==> src/rtl/scan_pkg.sv <==
// Shared types and default widths for the RAM scan reader.
// The optional continuous-refresh mode is selected with SCAN_LOOP_EN.
package scan_pkg;

    localparam int SCAN_ADDR_WIDTH = 9;
    localparam int SCAN_WORD_WIDTH = 16;

    typedef enum logic [1:0] {
        S_IDLE  = 2'd0,
        S_FETCH = 2'd1,
        S_SHIFT = 2'd2,
        S_DONE  = 2'd3
    } scan_state_t;

endpackage

==> src/rtl/word_serializer.sv <==
// Parallel-in/serial-out word shifter, LSB first, with valid/ready handshake.
// Valid rises on load and falls when the last bit of the word is accepted.
module word_serializer
    import scan_pkg::*;
#(
    parameter int WIDTH = SCAN_WORD_WIDTH
)
(
    input  logic             i_clock,
    input  logic             i_reset_n,
    input  logic             i_load,
    input  logic [WIDTH-1:0] i_word,
    input  logic             i_ready,
    output logic             o_valid,
    output logic             o_bit,
    output logic             o_last_accepted
);

    localparam int                CNT_W    = $clog2(WIDTH);
    localparam logic [CNT_W-1:0] LAST_BIT = CNT_W'(WIDTH - 1);

    logic [WIDTH-1:0] r_shreg;
    logic [CNT_W-1:0] r_bit_cnt;
    logic             r_valid;
    logic             w_accept;

    assign w_accept        = r_valid & i_ready;
    assign o_last_accepted = w_accept && (r_bit_cnt == LAST_BIT);
    assign o_valid         = r_valid;
    assign o_bit           = r_valid & r_shreg[0];

    // Without a handshake nothing moves, so a stalled bit is neither lost nor repeated.
    always_ff @(posedge i_clock or negedge i_reset_n) begin
        if (!i_reset_n) begin
            r_shreg   <= '0;
            r_bit_cnt <= '0;
            r_valid   <= 1'b0;
        end else if (i_load) begin
            r_shreg   <= i_word;
            r_bit_cnt <= '0;
            r_valid   <= 1'b1;
        end else if (w_accept) begin
            r_shreg   <= {1'b0, r_shreg[WIDTH-1:1]};
            r_bit_cnt <= r_bit_cnt + 1'b1;
            if (o_last_accepted) begin
                r_valid <= 1'b0;
            end
        end
    end

endmodule

==> src/rtl/ram_scan_reader.sv <==
// Sweeps a window of a combinational-read RAM and streams each word out bitwise.
// SCAN_LOOP_EN adds an i_stop port and continuous refresh of the window.
//
//  state   | meaning
//  --------+-------------------------------------------------------------
//  S_IDLE  | waiting for i_start; base/count latched when it arrives
//  S_FETCH | ram address stable, RAM word loaded into the serializer
//  S_SHIFT | bits presented on the pixel port until the word is consumed
//  S_DONE  | one-cycle done pulse, then idle (or reload when looping)
module ram_scan_reader
    import scan_pkg::*;
#(
    parameter int ADDR_WIDTH = SCAN_ADDR_WIDTH,
    parameter int WORD_WIDTH = SCAN_WORD_WIDTH
)
(
    input  logic                  i_clock,
    input  logic                  i_reset_n,
    input  logic                  i_start,
    input  logic [ADDR_WIDTH-1:0] i_base,
    input  logic [ADDR_WIDTH:0]   i_count,
`ifdef SCAN_LOOP_EN
    input  logic                  i_stop,
`endif
    output logic [ADDR_WIDTH-1:0] o_ram_address,
    input  logic [WORD_WIDTH-1:0] i_ram_data,
    output logic                  o_pix_valid,
    input  logic                  i_pix_ready,
    output logic                  o_pix_data,
    output logic                  o_busy,
    output logic                  o_done
);

    localparam logic [ADDR_WIDTH:0] ONE_WORD = (ADDR_WIDTH + 1)'(1);

    scan_state_t           r_state;
    scan_state_t           w_state_next;
    logic [ADDR_WIDTH-1:0] r_base;
    logic [ADDR_WIDTH:0]   r_count;
    logic [ADDR_WIDTH-1:0] r_addr;
    logic [ADDR_WIDTH:0]   r_words_left;
    logic                  w_load;
    logic                  w_last_accepted;
`ifdef SCAN_LOOP_EN
    logic                  r_stop_seen;
`endif

    always_ff @(posedge i_clock or negedge i_reset_n) begin
        if (!i_reset_n) begin
            r_state <= S_IDLE;
        end else begin
            r_state <= w_state_next;
        end
    end

    always_comb begin
        w_state_next = r_state;
        case (r_state)
            S_IDLE: begin
                if (i_start) begin
                    w_state_next = (i_count == '0) ? S_DONE : S_FETCH;
                end
            end
            S_FETCH: w_state_next = S_SHIFT;
            S_SHIFT: begin
                if (w_last_accepted) begin
                    w_state_next = (r_words_left == ONE_WORD) ? S_DONE : S_FETCH;
                end
            end
            S_DONE: begin
                w_state_next = S_IDLE;
`ifdef SCAN_LOOP_EN
                if (!(r_stop_seen || i_stop)) begin
                    w_state_next = (r_count == '0) ? S_DONE : S_FETCH;
                end
`endif
            end
            default: w_state_next = S_IDLE;
        endcase
    end

    // Address wraps naturally at the RAM size since r_addr is ADDR_WIDTH wide.
    always_ff @(posedge i_clock or negedge i_reset_n) begin
        if (!i_reset_n) begin
            r_base       <= '0;
            r_count      <= '0;
            r_addr       <= '0;
            r_words_left <= '0;
        end else if (r_state == S_IDLE && i_start) begin
            r_base       <= i_base;
            r_count      <= i_count;
            r_addr       <= i_base;
            r_words_left <= i_count;
        end else if (r_state == S_SHIFT && w_last_accepted && r_words_left != ONE_WORD) begin
            r_addr       <= r_addr + 1'b1;
            r_words_left <= r_words_left - 1'b1;
        end else if (r_state == S_DONE && w_state_next == S_FETCH) begin
            r_addr       <= r_base;
            r_words_left <= r_count;
        end
    end

`ifdef SCAN_LOOP_EN
    always_ff @(posedge i_clock or negedge i_reset_n) begin
        if (!i_reset_n) begin
            r_stop_seen <= 1'b0;
        end else if (w_state_next == S_IDLE) begin
            r_stop_seen <= 1'b0;
        end else if (i_stop) begin
            r_stop_seen <= 1'b1;
        end
    end
`endif

    assign w_load = (r_state == S_FETCH);

    word_serializer #(
        .WIDTH (WORD_WIDTH)
    ) u_serializer (
        .i_clock         (i_clock),
        .i_reset_n       (i_reset_n),
        .i_load          (w_load),
        .i_word          (i_ram_data),
        .i_ready         (i_pix_ready),
        .o_valid         (o_pix_valid),
        .o_bit           (o_pix_data),
        .o_last_accepted (w_last_accepted)
    );

    assign o_ram_address = r_addr;
    assign o_busy        = (r_state != S_IDLE);
    assign o_done        = (r_state == S_DONE);

endmodule

==> config.mk <==
export PLATFORM = sky130hd
export DESIGN_NAME = ram_scan_reader
export DESIGN_NICKNAME = d
export VERILOG_FILES = /design/src/rtl/scan_pkg.sv /design/src/rtl/word_serializer.sv /design/src/rtl/ram_scan_reader.sv
export SDC_FILE = /design/constraint.sdc
export NUM_CORES = 1
export LEC_CHECK = 0
export ABC_AREA = 0
export BUFFER_PORTS_ARGS = -buffer_cell sky130_fd_sc_hd__buf_2
export CAP_MARGIN = 20
export CORE_MARGIN = 2
export CORE_UTILIZATION = 56
export DETAILED_ROUTE_END_ITERATION = 7
export PLACE_DENSITY = 0.82
export SYNTH_ARGS = -nofsm -noshare
export SYNTH_HDL_FRONTEND = slang
export SYNTH_SLANG_ARGS = --single-unit
==> constraint.sdc <==
create_clock -name i_clock -period 4.38 [get_ports i_clock]
set_input_delay 0.657 -clock i_clock [delete_from_list [all_inputs] [get_ports i_clock]]
set_output_delay 0.657 -clock i_clock [all_outputs]
set_load 0.005 [all_outputs]
**Word-level counts from Yosys, hierarchy flattened**

Index checks and enable logic that the tools add are counted.
Widths: inputs -> output; s select.

- Flip-flop bits (word level): 61
- Logic and storage cells: 50
- Output and inout port bits: 13

- Equality and inequality tests: 7
- Add/subtract/negate cells: 3
- Reduce and logical (&&, ||, !) cells: 12
- Muxes and demuxes: 18
- Bitwise logic cells: 2

Operators by type and width:

| cell | number |
|---|---|
| $mux 16 | 2 |
| $mux 10 | 3 |
| $mux 9 | 3 |
| $eq 10x1->1 const B | 1 |
| $logic_not 10->1 | 1 |
| $ne 10x1->1 const B | 1 |
| $sub 10x1->10 const B | 1 |
| $add 9x1->9 const B | 1 |
| $mux 2 | 4 |
| $mux 4 | 2 |
| $pmux 2 s4 | 1 |
| $reduce_bool 2->1 | 3 |
| $logic_and 1x1->1 | 5 |
| $add 4x1->4 const B | 1 |
| $eq 2x1->1 const B | 2 |
| $eq 2x2->1 const B | 2 |
| $eq 4x4->1 const B | 1 |
| $mux 1 | 3 |
| $reduce_bool 3->1 | 1 |
| $and 1x1->1 | 2 |
| $logic_not 2->1 | 1 |
| $reduce_and 2->1 | 1 |

**Longest topological paths before layout**

Gate-level depths: netlist of the first run.

- Word-level depth: 9
- Mapped depth: 7
- Gate-level depth less buffers: 6

**Cells and area by module**

A second synthesis of the first run with hierarchy kept.

- Cells, all modules: 236
- Area, all modules: 2275.9 um^2

Modules (own cells, without submodules):

| module | cells an instance | area an instance (um^2) | instances |
|---|---|---|---|
| ram_scan_reader | 142 | 1315.0 | 1 |
| word_serializer | 94 | 960.9 | 1 |

**Worst setup path after synthesis of the first run**

No wires, ideal clock.

- Path type: input to register
- Start: input port i_pix_ready
- End: register r_addr[4] (netlist: o_ram_address[4])
- Slack: 2.553 ns
- Arrival: 1.703 ns
- Required time: 4.256 ns
- Stages: 7
- Library setup time: 0.124 ns
- Cells stage by stage: and2_1 buf_2 and3_2 nand2_2 buf_4 o21ai_1 a211o_1

- Longest elaborated chain between the ends: 7

Ends and longest elaborated chain:

| item | RTL line | RTL |
|---|---|---|
| start, declared | ram_scan_reader.sv:28 | `input logic i_pix_ready,` |
| $and 1x1->1 (*) | word_serializer.sv:27 | `assign w_accept = r_valid & i_ready;` |
| $logic_and 1x1->1 (*) | word_serializer.sv:28 | `assign o_last_accepted = w_accept && (r_bit_cnt == LAST_BIT);` |
| $mux 2 | ram_scan_reader.sv:66 | `if (w_last_accepted) begin` |
| $pmux 2 s4 | ram_scan_reader.sv:58 | `case (r_state)` |
| $eq 2x1->1 | ram_scan_reader.sv:97 | `end else if (r_state == S_DONE && w_state_next == S_FETCH) begin` |
| $logic_and 1x1->1 | ram_scan_reader.sv:97 |  |
| $reduce_bool 3->1 (no line) | n/a |  |
| end signal, assigned | ram_scan_reader.sv:92 | `r_addr <= i_base;` |
| end signal, assigned | ram_scan_reader.sv:95 | `r_addr <= r_addr + 1'b1;` |
| end signal, assigned | ram_scan_reader.sv:98 | `r_addr <= r_base;` |
| end, declared | ram_scan_reader.sv:40 | `logic [ADDR_WIDTH-1:0] r_addr;` |

Mark *: on every way between the ends. The rest lies on a longest branch, timed or not.
A chain may end at the register's enable or synchronous reset.

**Worst setup path in the final report of the first run**

- Start: register r_words_left[3]
- End: register r_addr[5] (netlist: o_ram_address[5])

- Longest elaborated chain between the ends: 7

Ends and longest elaborated chain:

| item | RTL line | RTL |
|---|---|---|
| start, declared | ram_scan_reader.sv:41 | `logic [ADDR_WIDTH:0] r_words_left;` |
| start signal, assigned | ram_scan_reader.sv:93 | `r_words_left <= i_count;` |
| start signal, assigned | ram_scan_reader.sv:96 | `r_words_left <= r_words_left - 1'b1;` |
| start signal, assigned | ram_scan_reader.sv:99 | `r_words_left <= r_count;` |
| $eq 10x1->1 | ram_scan_reader.sv:67 | `w_state_next = (r_words_left == ONE_WORD) ? S_DONE : S_FETCH;` |
| $mux 2 | ram_scan_reader.sv:67 |  |
| $mux 2 | ram_scan_reader.sv:66 |  |
| $pmux 2 s4 | ram_scan_reader.sv:58 |  |
| $eq 2x1->1 | ram_scan_reader.sv:97 |  |
| $logic_and 1x1->1 | ram_scan_reader.sv:97 |  |
| $reduce_bool 3->1 (no line) | n/a |  |

Parallel ways exist; a longest one is shown, timed or not.

==> summary.txt, run 1 <==
Global route
  – Gr busiest metal: met2
  – Met2 GRT Util: 38.6%
  – GR Overflow Total: 0
  – First-pass GRT wire length: 7960 um
  – Gr usage total: 23.5%
  – Met1 usage: 29.4%
  – Vias in the first global route: 1826
  – GR Util met3: 6.17%
  – Initial antenna violation count: 0
  – Largest net degree at the start of global routing: 43

Cells and area
  – Final instance area: 0.00263 mm2
  – Most frequent cells in the layout: nand2_1 (59), buf_2 (51), dfrtp_1 (42), o21ai_0 (19), mux2i_1 (15)
  – Commonest non-fill, non-tap cell in the layout: nand2_1
  – Final net count: 340
  – Ant diodes: 0
  – Share of cells above drive strength 1: 23.2%
  – Final Non-Filler Cells: 348
  – Layout area overhead: 15.7%

CTS
  – Register clock-pin slew on the reported worst setup and hold paths: 0.08 ns
  – Worst-Skew Late Latency: 0.30 ns
  – Cts-stage hold buffer count: 0
  – Resized cells post-CTS: 0
  – CTS tree: done
  – Clk buf depth: 2
  – Post-CTS setup buffers: 0
  – CTS Buf Count: 5
  – Root Driver: clkbuf_8
  – TritonCTS Sinks: 42
  – CTS H-tree depth: 2

STA
  – Endpoints failing setup: 0
  – Slew @ Worst Pin: 0.901 ns
  – Fmax: 503 MHz
  – Fin. Hold Viols: 0
  – Worst Skew: 0.00718 ns
  – Min Clock Period, post-route: 1.99 ns
  – Slew margin rel.: 40.0%
  – Crit share post-route: 45.4%
  – Max Slew Vio Count: 0
  – Sum of negative setup slack: 0 ns
  – RSZ-0062 raised after global routing: false
  – Final WS setup: 2.39 ns

Critical path
  – Largest stage delay, worst path: 0.53 ns
  – Crit path max fanout: 13
  – Critical Path Sink Type: flop
  – CP max-delay cell: a21oi_2
  – Cell chain of the critical path: nor4_4, nand4b_2, a21oi_2, o21ai_0, o211ai_1
  – Buf/Inv on CP: 0
  – Crit path launch type: flop
  – Crit path DAT: 2.21 ns
  – CP Class: reg -> reg
  – CP top delay family: compound AO/OA/AOI/OAI gates
  – CP required: 4.60 ns

Floorplan
  – Initial Utilization: 57.6%
  – Die ar.: 0.00458 mm2
  – Height of the die: 67.7 um
  – Core footprint: 0.00394 mm2
  – Num rows: 23
  – I/O pin count: 52
  – Die Width: 67.7 um

Route
  – Final ANT Viol Nets: 0
  – DRT Wirelength: 4900 um
  – Vias per std cell: 5.54
  – DR pass1 iterations: 4
  – DRC Markers: 0
  – Initial DRC count: 146
  – Detailed-route via count: 1929
  – Avg WL per Cell: 14.1 um

Synthesis
  – Netlist cell types: 45
  – Post-synthesis sequential area ratio: 46.3%
  – Main flop type after synthesis: dfrtp_1
  – Synthesized area per cell: 9.12 um2
  – Syn Nets: 292
  – Post-synthesis cell count: 249
  – Synth async-reset ratio: 100%
  – Cell Area, Synth: 0.00227 mm2
  – Number of synthesized flops with an enable pin: 0
  – Syn. warnings: 0
  – Yosys reg bits: 42

Job
  – Max-cap violation count: 0

Placed design
  – I/O Buffers: 51
  – Place WS: 2.24 ns
  – Detail Placement HPWL: 3470 um
  – Placed Cells incl. Taps: 340
  – Gpl congestion: 0.857
  – Area after DPL: 0.00253 mm2

Run status
  – Outcome: finished, final reports clean

Min path
  – Hold Path Class: in -> async

Power and ir drop
  – Peak VDD IR: 0.000294 V
  – Leak Pwr: 0.00124 uW
  – Design Power: 1550 uW
  – Pwr per Cell Area: 589 mW/mm2
## stage by stage
step	utilization, %	hold slack [ns]
floorplan	-	0.361
global placement	64.2	0.517
detailed placement	64.2	0.520
CTS	66.6	0.511
global route	66.6	0.554
finish	66.6	0.483
## final cells by class
class	instances	area (um2)
Clock buffer	6	82.6
Clock inverter	2	12.5
Fill cell	334	1320
Inverter	5	18.8
Multi-Input combinational cell	190	1130
Sequential cell	42	1050
Tap cell	50	62.6
Timing Repair Buffer	53	270
## worst reg2reg max path, stage by stage, from the launching register on
cell      delay, ns
dfrtp_1        0.46
nor4_4         0.41
nand4b_2       0.20
a21oi_2        0.53
o21ai_0        0.19
o211ai_1       0.11
## layer usage
| layer | up-vias | routed length, um |
|---|---|---|
| met1 | 895 | 2210 |
| met5 | - | 0 |
| met2 | 48 | 2360 |
| met3 | 9 | 239 |
| li1 | 977 | - |
| met4 | 0 | 85 |
## synth_stat cells, types with 3 or more instances
| master | count | area [um2] |
|---|---|---|
| a211o_1 | 3 | 26.3 |
| a21oi_1 | 3 | 15.0 |
| and2_1 | 3 | 18.8 |
| buf_6 | 3 | 33.8 |
| clkbuf_1 | 6 | 22.5 |
| dfrtp_1 | 42 | 1050 |
| ha_1 | 4 | 50.1 |
| inv_1 | 5 | 18.8 |
| mux2i_1 | 15 | 150 |
| nand2_1 | 59 | 221 |
| nand2b_1 | 3 | 18.8 |
| nand3_1 | 14 | 70.1 |
| nand4_1 | 6 | 37.5 |
| nor2_1 | 8 | 30.0 |
| nor2b_1 | 3 | 18.8 |
| nor3_1 | 7 | 35.0 |
| o211ai_1 | 5 | 37.5 |
| o21ai_0 | 19 | 95.1 |
| or3_1 | 7 | 43.8 |
## power breakdown
group / leakage, uW / internal [uW] / switching [uW]
Combinational: 0.000667 / 256 / 296
Sequential: 0.000522 / 563 / 170
Clock: 0.0000472 / 127 / 137
Total: 0.00124 / 945 / 603
## kinds of logic after synthesis
logic type	after synthesis	synth area share [%]
flip-flops	42	46.3
XOR/XNOR	4	1.54
buffers and inverters	17	4.08
adder cells (fa/ha/maj)	4	2.20
multiplexers	15	6.61
AND/OR/NAND/NOR	124	27.1
AO/OA/AOI/OAI	43	12.2
## final timing paths
| path | from | end | cells after the start | slack [ns] |
|---|---|---|---|---|
| setup / recovery | r_words_left[3] | o_ram_address[5] | 5 | 2.39 |
| setup reg to reg | r_words_left[3] | o_ram_address[5] | 5 | 2.39 |
| hold reg to reg | u_serializer.o_valid | u_serializer.o_valid | 1 | 0.56 |
| min in group i_clock | i_base[1] | o_ram_address[1] | 3 | 0.54 |
| max in group asynchronous | i_reset_n | u_serializer.r_shreg[15] | 1 | 3.34 |
| hold / removal | i_reset_n | u_serializer.r_shreg[1] | 1 | 0.48 |
## state kept, by name, indices dropped and copies added (netlist names)
| register | flops |
|---|---|
| u_serializer.o_valid | 1 |
| u_serializer.r_bit_cnt | 4 |
| u_serializer.r_shreg | 16 |
| r_state | 2 |
| o_ram_address | 9 |
| r_words_left | 10 |
Power figures use the tool's default switching activity.
==> run 2, diff against run 1 <==
--- a/config.mk
+++ b/config.mk
@@ -5,13 +5,13 @@
 export SDC_FILE = /design/constraint.sdc
 export NUM_CORES = 1
 export LEC_CHECK = 0
-export ABC_AREA = 0
+export ABC_AREA = 1
 export BUFFER_PORTS_ARGS = -buffer_cell sky130_fd_sc_hd__buf_2
 export CAP_MARGIN = 20
 export CORE_MARGIN = 2
-export CORE_UTILIZATION = 56
+export CORE_UTILIZATION = 48
 export DETAILED_ROUTE_END_ITERATION = 7
-export PLACE_DENSITY = 0.82
+export PLACE_DENSITY = 0.74
 export SYNTH_ARGS = -nofsm -noshare
 export SYNTH_HDL_FRONTEND = slang
 export SYNTH_SLANG_ARGS = --single-unit
==> constraint.sdc (replaced) <==
create_clock -name i_clock -period 1.75 [get_ports i_clock]
set_input_delay 0.2625 -clock i_clock [delete_from_list [all_inputs] [get_ports i_clock]]
set_output_delay 0.2625 -clock i_clock [all_outputs]
set_load 0.005 [all_outputs]
==> run 2 against run 1 <==
  * Clock skew shrank 0.0020 ns
  * Total power rose to 2.9 times the previous value
  * Maximum frequency up 24%
==> summary.txt, run 2 <==
Critical path
  – Reg2reg start: u_serializer.r_bit_cnt[1]
  – CP required: 1.94 ns (-2.66 ns)
  – CP top delay family: simple AND/OR/NAND/NOR gates
  – Reg-to-Reg End: o_ram_address[1]
  – Crit path from: u_serializer.r_bit_cnt[1]
  – Reg2reg path depth: 8 (+3)
  – Reg2reg setup slack: 0.15 ns (-2.24 ns)
  – Crit path launch type: flop
  – Crit path max fanout: 19 (+6)
  – CP max-delay cell: dfrtp_1
  – Crit path DAT: 1.80 ns (-0.41 ns)
  – Buf/Inv on CP: 1 (+1)
  – Crit path top cell by count: nand2_1
  – Largest stage delay, worst path: 0.40 ns (-0.13 ns)
  – Critical Path Sink Type: flop
  – Cell chain of the critical path: ha_1, nand3_2, nor3_4, nand2_8, nand2_2, inv_2, nand2_1, nand2_1
  – CP Class: reg -> reg

Synthesis
  – Netlist cell types: 26 (-42%)
  – Yosys reg bits: 42 (unchanged)
  – Synthesized area per cell: 7.19 um2 (-21%)
  – Synth area leader: dfrtp_1
  – Post-synthesis cell count: 337 (+35%)
  – Top cell type's share of synthesized area: 43.4% (-2.9 points)
  – Syn Nets: 380 (+30%)
  – Most numerous cell in the Yosys netlist: nand2_1
  – Synth area leaders: dfrtp_1 (43%), nand2_1 (14%), o21ai_0 (11%)
  – Syn. warnings: 0 (unchanged)
  – Synth async-reset ratio: 100% (unchanged)
  – Number of synthesized flops with an enable pin: 0 (unchanged)
  – Commonest cells post-synth: nand2_1 (90), inv_1 (52), o21ai_0 (52), dfrtp_1 (42), nand3_1 (37)
  – Post-synthesis sequential area ratio: 43.4% (-2.9 points)
  – Cell Area, Synth: 0.00242 mm2 (+6.7%)
  – Main flop type after synthesis: dfrtp_1

Cells and area
  – Layout area overhead: 19.1%
  – Ant diodes: 0 (unchanged)
  – Final net count: 433 (+27%)
  – Multi-input logic area: 0.00114 mm2 (+0.55%)
  – Max reg flops: 16 (unchanged)
  – Final Non-Filler Cells: 458 (+32%)
  – Share of cells above drive strength 1: 19.2% (-4.0 points)
  – # fillers: 448 (+34%)
  – Most frequent cells in the layout: nand2_1 (90), inv_1 (52), o21ai_0 (52), buf_2 (51), dfrtp_1 (42)
  – Commonest non-fill, non-tap cell in the layout: nand2_1
  – Register area: 0.00105 mm2 (unchanged)
  – Top reg by flops: u_serializer.r_shreg

Floorplan
  – Core footprint: 0.00479 mm2 (+21%)
  – Die ar.: 0.00563 mm2 (+23%)
  – Initial Utilization: 50.6% (-7.0 points)
  – Height of the die: 75.1 um (+11%)
  – Num rows: 25 (+8.7%)
  – I/O pin count: 52 (unchanged)
  – Die Width: 75.1 um (+11%)

CTS
  – Clk buf depth: 2 (unchanged)
  – Register clock-pin slew on the reported worst setup and hold paths: 0.09 ns (about the same)
  – CTS H-tree depth: 2 (unchanged)
  – CTS Buf Count: 5 (unchanged)
  – CTS tree: done
  – Cts-stage hold buffer count: 0 (unchanged)
  – Root Driver: clkbuf_8
  – TritonCTS Sinks: 42 (unchanged)
  – Worst-Skew Late Latency: 0.30 ns (about the same)
  – Post-CTS setup buffers: 0 (unchanged)

Power and ir drop
  – Switching Fraction: 42.3% (+3.3 points)
  – NetSw: 1910 uW (+220%)
  – Leak Pwr: 0.00154 uW (+25%)
  – Internal power: 2600 uW (+180%)
  – Clk pwr share: 17.8% (+0.8 points)
  – Pwr per Cell Area: 1560 mW/mm2 (+170%)
  – Peak VDD IR: 0.000799 V (+170%)
  – Combinational Power Share: 42.7% (+7.0 points)
  – Flop pwr share: 39.5% (-7.8 points)

STA
  – Fin. Hold Viols: 0 (unchanged)
  – Endpoints failing setup: 0 (unchanged)
  – Crit share post-route: 91.6% (+46 points)
  – Slew @ Worst Pin: 0.545 ns (-0.355 ns)
  – Sum of negative setup slack: 0 ns (unchanged)
  – Worst hold slack: 0.0186 ns (-0.464 ns)
  – Fmax: 624 MHz (+24%)
  – RSZ-0062 raised after global routing: false
  – Slew margin rel.: 63.6% (+24 points)
  – Min Clock Period, post-route: 1.60 ns (-0.386 ns)
  – Max Slew Vio Count: 0 (unchanged)
  – Worst Skew: 0.00516 ns (-0.00203 ns)

Route
  – DRC Markers: 0 (unchanged)
  – Detailed-route via count: 2329 (+21%)
  – Vias per std cell: 5.09 (-8.3%)
  – DRT Wirelength: 5740 um (+17%)
  – Final ANT Viol Nets: 0 (unchanged)
  – DR pass1 iterations: 5 (+1)
  – Initial DRC count: 190 (+30%)
  – Avg WL per Cell: 12.5 um (-11%)

Global route
  – Vias in the first global route: 2270 (+24%)
  – Initial antenna violation count: 0 (unchanged)
  – GR Overflow Total: 0 (unchanged)
  – Gr usage total: 22.5% (-0.93 points)
  – First-pass GRT wire length: 9810 um (+23%)
  – Largest net degree at the start of global routing: 43 (unchanged)

Job
  – Max-cap violation count: 0 (unchanged)

Placed design
  – Detail Placement HPWL: 4150 um (+20%)
  – Gpl congestion: 0.925 (+7.9%)
  – Placed Cells incl. Taps: 450 (+32%)
  – I/O Buffers: 51 (unchanged)

Min path
  – Hold Path Class: in -> async

Run status
  – Outcome: finished, final reports clean
## run 2: cell count changes in the layout (fill, tap and decap cells not counted), sizes merged, moves of 4 or more
cell,delta
nand2,+32
buf,+4
o211ai,-5
nor2,+11
and2,-4
or3,-7
inv,+50
mux2i,-15
o21ai,+32
nand3,+24
## run 2: worst register-to-register path: stages (launching register included)
cell and delay, ns:
dfrtp_1 0.40, ha_1 0.21, nand3_2 0.13, nor3_4 0.30
nand2_8 0.15, nand2_2 0.12, inv_2 0.07, nand2_1 0.06
nand2_1 0.05
## run 2: final cells by class
type / count / area share, %
sequential: 42 / 36.4
multi-input combinational: 230 / 39.4
tap: 67 / 2.90
clock buffer: 5 / 2.38
inverter: 54 / 7.02
clock inverter: 3 / 1.52
timing repair buffer: 57 / 10.4
## run 2: worst max path at each step
stage | end | slack (ns) | depth (start not counted)
global route | o_ram_address[2] | 0.02 | 8
finish | o_ram_address[1] | 0.15 | 8
CTS | o_ram_address[6] | 0.06 | 9
floorplan | o_ram_address[6] | 0.32 | 7
detailed placement | o_ram_address[6] | 0.08 | 9
global placement | o_ram_address[6] | 0.18 | 9
## run 2: stage by stage
| stage | instance area, um2 | util, % | power (uW) | setup slack (ns) |
|---|---|---|---|---|
| global route | 2890 | 60.3 | 4940 | 0.0191 |
| global placement | 2750 | 57.5 | 3600 | 0.180 |
| detailed placement | 2750 | 57.5 | 3690 | 0.0796 |
| CTS | 2860 | 59.8 | 4480 | 0.0553 |
| finish | 2890 | 60.3 | 4510 | 0.147 |
| floorplan | 2420 | - | 3090 | 0.321 |
## run 2: metal layers
metal  up-vias  share of wire (%)  GRT usage (%)
met4         0                1.0           4.76
met2        60                 48           40.1
met3         6                4.2           4.82
li1       1174                  -              -
met5         -                  0              0
met1      1089                 46           28.1
## run 2: what timing repair did
action | 4_1_cts | 5_1_grt
setup endpoints to repair | 0 | 16
gates resized for setup | 0 | 4
hold endpoints to repair | 0 | 0
## run 2: cells by family (layout without fill, tap and decap cells)
kind of cell	count (synthesis)	in the layout	synth area share, %
xor+xnor	7	7	2.53
simple gates	160	160	28.7
compound gates	59	59	12.6
fa+ha+maj	4	4	2.07
buf+inv	65	119	10.7
flops	42	42	43.4
## run 2: power groups by stage
stage	Clock [uW]	Combinational (uW)	Sequential [uW]
floorplan	0	1380	1720
global placement	0	1830	1770
detailed placement	0	1900	1790
CTS	797	1910	1770
global route	845	2250	1840
finish	801	1930	1780
